<file path="config.mk">
export PLATFORM = sky130hd
export DESIGN_NAME = sap_controller
export DESIGN_NICKNAME = d
export VERILOG_FILES = /design/src/rtl/sap_controller.sv
export SDC_FILE = /design/constraint.sdc
export NUM_CORES = 1
export LEC_CHECK = 0
export ABC_CLOCK_PERIOD_IN_PS = 1750
export BUFFER_PORTS_ARGS = -buffer_cell sky130_fd_sc_hd__buf_2
export CAP_MARGIN = 0
export CORE_MARGIN = 3
export CORE_UTILIZATION = 29
export CTS_BUF_LIST = sky130_fd_sc_hd__clkbuf_4 sky130_fd_sc_hd__clkbuf_8
export CTS_CLUSTER_SIZE = 30
export DETAILED_ROUTE_END_ITERATION = 10
export PLACE_DENSITY = 0.59
export SYNTH_ARGS = -nofsm -noshare
export SYNTH_HDL_FRONTEND = slang
export SYNTH_SLANG_ARGS = --single-unit
</file>
<file path="constraint.sdc">
create_clock -name clk -period 1.75 [get_ports clk]
set_input_delay 0 -clock clk [delete_from_list [all_inputs] [get_ports clk]]
set_output_delay 0 -clock clk [all_outputs]
set_load 0.005 [all_outputs]
</file>
<file path="src/rtl/sap_controller.sv">
// SAP-1 control sequencer: a one-hot T1..T6 ring decoded with the IR opcode into
// bus/register strobes. At most one DATA driver is enabled per cycle, and HLT halts the ring.
module sap_controller #(
  parameter logic [3:0] OP_LDA      = 4'h0,
  parameter logic [3:0] OP_ADD      = 4'h1,
  parameter logic [3:0] OP_SUB      = 4'h2,
  parameter logic [3:0] OP_OUT      = 4'hE,
  parameter logic [3:0] OP_HLT      = 4'hF,
  parameter bit         SHORT_CYCLE = 1'b0
) (
  input  logic       clk,
  input  logic       reset,
  input  logic       run,
  input  logic [3:0] opcode,
  output logic       pc_inc,
  output logic       pc_en,
  output logic       mar_latch,
  output logic       ram_en,
  output logic       ir_latch,
  output logic       ir_en,
  output logic       a_latch,
  output logic       a_en,
  output logic       b_latch,
  output logic       alu_sub,
  output logic       alu_en,
  output logic       out_latch,
  output logic [5:0] t_state,
  output logic       halted
);

  typedef enum logic [5:0] {
    T1 = 6'b000001,
    T2 = 6'b000010,
    T3 = 6'b000100,
    T4 = 6'b001000,
    T5 = 6'b010000,
    T6 = 6'b100000
  } ring_e;

  ring_e state, state_next;
  logic  halted_next;
  logic  advance;
  logic  is_lda, is_add, is_sub, is_out, is_hlt, is_nop;

  assign is_lda  = (opcode == OP_LDA);
  assign is_add  = (opcode == OP_ADD);
  assign is_sub  = (opcode == OP_SUB);
  assign is_out  = (opcode == OP_OUT);
  assign is_hlt  = (opcode == OP_HLT);
  assign is_nop  = !(is_lda || is_add || is_sub || is_out || is_hlt);
  assign advance = run && !halted;

  // NOTE: state registers use non-blocking assignments so every flop samples pre-edge values.
  always_ff @(posedge clk) begin
    if (!reset) begin
      state  <= T1;
      halted <= 1'b0;
    end else begin
      state  <= state_next;
      halted <= halted_next;
    end
  end

  // NOTE: every always_comb output gets a default first so no path can infer a latch.
  always_comb begin
    state_next  = state;
    halted_next = halted;
    case (state)
      T1: if (advance) state_next = T2;
      T2: if (advance) state_next = T3;
      T3: if (advance) state_next = T4;
      T4: if (advance) begin
        if (is_hlt)                                state_next = T4;
        else if (SHORT_CYCLE && (is_out || is_nop)) state_next = T1;
        else                                       state_next = T5;
        if (is_hlt) halted_next = 1'b1;
      end
      T5: if (advance) state_next = (SHORT_CYCLE && is_lda) ? T1 : T6;
      T6: if (advance) state_next = T1;
      // Unreachable illegal encodings fall back to T1 regardless of run.
      default: state_next = T1;
    endcase
  end

  always_comb begin
    pc_inc    = 1'b0;
    pc_en     = 1'b0;
    mar_latch = 1'b0;
    ram_en    = 1'b0;
    ir_latch  = 1'b0;
    ir_en     = 1'b0;
    a_latch   = 1'b0;
    a_en      = 1'b0;
    b_latch   = 1'b0;
    alu_sub   = 1'b0;
    alu_en    = 1'b0;
    out_latch = 1'b0;
    if (reset && advance) begin
      case (state)
        T1: begin pc_en = 1'b1; mar_latch = 1'b1; end
        T2: pc_inc = 1'b1;
        T3: begin ram_en = 1'b1; ir_latch = 1'b1; end
        T4: begin
          if (is_lda || is_add || is_sub) begin
            ir_en     = 1'b1;
            mar_latch = 1'b1;
          end else if (is_out) begin
            a_en      = 1'b1;
            out_latch = 1'b1;
          end
        end
        T5: begin
          if (is_lda) begin
            ram_en  = 1'b1;
            a_latch = 1'b1;
          end else if (is_add || is_sub) begin
            ram_en  = 1'b1;
            b_latch = 1'b1;
          end
        end
        T6: begin
          if (is_add || is_sub) begin
            alu_en  = 1'b1;
            a_latch = 1'b1;
            alu_sub = is_sub;
          end
        end
        default: ;
      endcase
    end
  end

  assign t_state = state;

endmodule

</file>
==> impl_metrics.prom <==
# TYPE chip_impl_metric gauge
chip_impl_info{name="outcome",value="completed"} 1
chip_impl_metric{name="synth-warning-count",unit=""} 0
chip_impl_info{name="highest_layer",value="met4"} 1
chip_impl_metric{name="synth-seq-cells",unit=""} 7
chip_impl_metric{name="cell_row_count",unit=""} 16
chip_impl_metric{name="grt_overflow_total",unit=""} 0
chip_impl_metric{name="ff_latch_area",unit="um2"} 145
chip_impl_metric{name="synth.distinct_cells",unit=""} 33
chip_impl_metric{name="p_switching",unit="uW"} 128
chip_impl_metric{name="post_synth_inst_count",unit=""} 90
chip_impl_metric{name="clock_share_of_power",unit="%"} 40.0
chip_impl_info{name="cts_root_buffer",value="sky130_fd_sc_hd__clkbuf_4"} 1
chip_impl_info{name="setup.worst_path.class",value="flop to flop"} 1
chip_impl_metric{name="power.density_cell_area",unit="nW/um2"} 500
chip_impl_metric{name="min_delay_path_depth",unit=""} 3
chip_impl_metric{name="finish.instance_area",unit="um2"} 877
chip_impl_metric{name="average_footprint_of_a_synthesized_cell",unit="um2"} 7.02
chip_impl_metric{name="wl_met3",unit="um"} 143
chip_impl_metric{name="io_pins",unit=""} 26
chip_impl_metric{name="num-fill-cells",unit=""} 219
chip_impl_metric{name="detail_route.vias_per_cell",unit=""} 5.40
chip_impl_info{name="critical_path.startpoint_type",value="flop"} 1
chip_impl_metric{name="syn_area",unit="um2"} 632
chip_impl_metric{name="number_of_h_tree_levels",unit=""} 1
chip_impl_metric{name="report.power.total",unit="uW"} 438
chip_impl_info{name="timing.rr.end",value="t_state[3]$_SDFFE_PN0P_"} 1
chip_impl_metric{name="critical_path_peak_fanout",unit=""} 5
chip_impl_info{name="hold_start",value="run"} 1
chip_impl_info{name="area_leader_netlist",value="sky130_fd_sc_hd__dfxtp_1"} 1
chip_impl_metric{name="post_route_cells_drive_above_1_share",unit="%"} 39.7
chip_impl_info{name="holdPathEnd",value="halted$_SDFFE_PN0P_"} 1
chip_impl_info{name="critPathCaptureType",value="flop"} 1
chip_impl_metric{name="finalWorstSetupSlack",unit="ps"} 84.8
chip_impl_metric{name="dr_wl_met2",unit="um"} 850
chip_impl_metric{name="detailroute.via_count",unit=""} 772
chip_impl_metric{name="coreArea",unit="um2"} 2000
chip_impl_metric{name="timing.fmax",unit="GHz"} 0.601
chip_impl_metric{name="power.sequential.fraction",unit="%"} 39.2
chip_impl_metric{name="hold_viol",unit=""} 0
chip_impl_info{name="timing.hold.worst.class",value="primary input to flop"} 1
chip_impl_metric{name="slew-limit-headroom",unit="%"} 67.9
chip_impl_metric{name="wire_length_of_the_first_global_routing_pass",unit="mm"} 2.89
chip_impl_metric{name="die-height",unit="um"} 52.7
chip_impl_metric{name="fp.dieW",unit="um"} 52.7
chip_impl_metric{name="routabilityCongestion",unit=""} 0.870
chip_impl_metric{name="drt_drc",unit=""} 0
chip_impl_metric{name="effective_utilization_at_floorplan",unit="%"} 31.6
chip_impl_metric{name="placedInstanceArea",unit="um2"} 762
chip_impl_metric{name="multiInputGateArea",unit="um2"} 505
chip_impl_metric{name="post-route-period-util",unit="%"} 95.2
chip_impl_metric{name="yosysSeqAreaShare",unit="%"} 22.2
chip_impl_metric{name="cellInternalPower",unit="uW"} 310
chip_impl_metric{name="place.detailed.hpwl",unit="mm"} 1.37
chip_impl_metric{name="cts.reportedPaths.clkPinSlew",unit="ps"} 60
chip_impl_metric{name="finalSetupViolations",unit=""} 0
chip_impl_metric{name="wl",unit="mm"} 1.86
chip_impl_metric{name="fin_worst_skew",unit="ps"} 6.71
chip_impl_metric{name="io_buffers",unit=""} 25
chip_impl_metric{name="sw_frac_of_total",unit="%"} 29.3
chip_impl_metric{name="clock_insertion_delay_worst_skew",unit="ps"} 260
chip_impl_metric{name="m1WireLength",unit="um"} 824
chip_impl_metric{name="cp_data_required_time",unit="ps"} 1900
chip_impl_metric{name="grt_start_max_net_pins",unit=""} 14
chip_impl_metric{name="cts_num_sinks",unit=""} 7
chip_impl_metric{name="regToRegSetupSlack",unit="ps"} 80
chip_impl_metric{name="worstPathArrival",unit="ps"} 1810
chip_impl_metric{name="post_detailed_route_count_of_antenna_violating_nets",unit=""} 0
chip_impl_metric{name="count_of_final_max_slew_check_failures",unit=""} 0
chip_impl_metric{name="dr.first_iter.drc_count",unit=""} 20
chip_impl_metric{name="design.die.area",unit="um2"} 2770
chip_impl_metric{name="timing.reg2reg.worst_path_depth",unit=""} 4
chip_impl_metric{name="final.hold.worst_slack",unit="ps"} 31.4
chip_impl_metric{name="finish.net_count",unit=""} 124
chip_impl_metric{name="power_frac_comb",unit="%"} 20.8
chip_impl_metric{name="max_cap_violations",unit=""} 0
chip_impl_metric{name="period_needed",unit="ps"} 1670
chip_impl_metric{name="power.leakage",unit="nW"} 0.380
chip_impl_metric{name="worst_slew_pin_slew",unit="ps"} 479
chip_impl_metric{name="syn_nets",unit=""} 97
chip_impl_info{name="rr_startpoint",value="t_state[4]$_SDFFE_PN0P_"} 1
chip_impl_info{name="netlist_top_cells_area",value="sky130_fd_sc_hd__dfxtp_1 22%, sky130_fd_sc_hd__nor2_1 8.3%, sky130_fd_sc_hd__nand2b_1 7.9%"} 1
chip_impl_info{name="tritoncts",value="done"} 1
chip_impl_metric{name="first_global_vias",unit=""} 652
chip_impl_metric{name="ir_drop",unit="V"} 0.000198
chip_impl_metric{name="hold_buffers",unit=""} 0
chip_impl_metric{name="routed_wire_length_per_instance",unit="um"} 13.0
chip_impl_metric{name="clockBufferDepth",unit=""} 2
chip_impl_metric{name="drt_pass1_iterations",unit=""} 4
chip_impl_metric{name="syn_to_final_growth",unit="%"} 38.8
chip_impl_metric{name="global_route.usage.total",unit="%"} 14.1
chip_impl_metric{name="antenna-diode-count",unit=""} 0
chip_impl_metric{name="numCtsBuffers",unit=""} 3
chip_impl_metric{name="initial_antenna_violation_count",unit=""} 0
chip_impl_metric{name="place_worst_setup_slack",unit="ps"} 85.0
chip_impl_metric{name="yosysTopAreaCellShare",unit="%"} 22.2
[final cells by class]
| cell class | count | share of cell area (%) |
|---|---|---|
| Tap cell | 27 | 3.85 |
| Clock buffer | 4 | 3.42 |
| Timing Repair Buffer | 30 | 18.5 |
| Multi-Input combinational cell | 75 | 57.6 |
| Sequential cell | 7 | 16.5 |
[how the worst max path moves through the flow]
stage,start,endpoint,slack (ps),cells after the start
floorplan,t_state[1]$_SDFFE_PN0P_,t_state[3]$_SDFFE_PN0P_,180,5
global placement,t_state[3]$_SDFFE_PN0P_,t_state[3]$_SDFFE_PN0P_,140,4
detailed placement,t_state[1]$_SDFFE_PN0P_,t_state[3]$_SDFFE_PN0P_,80,4
CTS,t_state[0]$_SDFFE_PN1P_,a_en,20,6
global route,t_state[0]$_SDFFE_PN1P_,a_en,-40,6
finish,t_state[4]$_SDFFE_PN0P_,t_state[3]$_SDFFE_PN0P_,80,4
[layer usage]
metal	up-vias	track usage [%]
met2	35	20.9
li1	381	-
met1	352	17.9
met3	4	3.70
met5	-	0
met4	0	8.94
[flip-flops by register name, summed over array words and instances, names as in the netlist]
name     cells
t_state      6
halted       1
[cells by family after synthesis]
logic type / after synthesis / synth area share (%)
muxes: 1 / 1.58
and+or+nand+nor: 59 / 52.3
AOI/OAI and AO/OA: 13 / 13.1
xor gates and xnor gates: 2 / 2.77
buffers and inverters: 8 / 8.12
DFF: 7 / 22.2
[synthesized netlist by cell type, drive strengths merged]
cell type and instances:
a211oi 1, a21oi 4, a31oi 1, and3 2
and4b 1, buf 5, clkbuf 3, dfxtp 7
mux2i 1, nand2 8, nand2b 8, nand3 5
nand4 2, nand4b 2, nor2 14, nor2b 4
nor3 4, nor4 3, nor4b 2, nor4bb 1
o2111ai 1, o211ai 1, o21ai 2, o21bai 1
o22ai 1, o32ai 1, or3 1, or3b 1
or4 1, xor2 2
[timing repair]
action / 4_1_cts / 5_1_grt
buffers inserted: 0 / 2
gates cloned: 0 / 0
pin swaps: 0 / 3
gates resized for setup: 3 / 11
endpoints found under the setup margin: 3 / 6
[layout by cell type (no fill, tap or decap), drive strengths merged]
master / count
nand4b: 2
nor2b: 4
and3: 2
nor4b: 2
o22ai: 1
a31oi: 1
clkbuf: 4
nor2: 14
dfxtp: 7
o2111ai: 1
nand2b: 8
nor4: 3
nor4bb: 1
nand3: 5
mux2i: 1
or3: 1
or3b: 1
o211ai: 1
a211oi: 1
nor3: 4
o32ai: 1
o21bai: 1
a21oi: 4
and4b: 1
or4: 1
buf: 30
xor2: 2
nand2: 8
nand4: 2
o21ai: 2
[power groups by stage]
stage	Combinational (mW)	Clock, mW	Sequential [mW]
after floorplan	0.0547	0	0.169
after global placement	0.0791	0	0.172
after detailed placement	0.0789	0	0.172
after CTS	0.0829	0.179	0.170
after global routing	0.101	0.188	0.173
final	0.0909	0.175	0.172
[metrics by stage]
stage	cells	utilization, %	setup TNS (ps)
after floorplan	90	-	0
after global placement	137	38.1	0
after detailed placement	137	38.1	0
after CTS	141	40.6	0
after global routing	143	43.8	-114
final	143	43.8	0
[critical path, cell delays in order, from the launching register on]
cell and delay (ps):
sky130_fd_sc_hd__dfxtp_1 490, sky130_fd_sc_hd__xor2_1 100, sky130_fd_sc_hd__a211oi_1 470, sky130_fd_sc_hd__nor3_1 110, sky130_fd_sc_hd__or3b_1 370
Note: power is estimated with default switching activity, not from simulation.
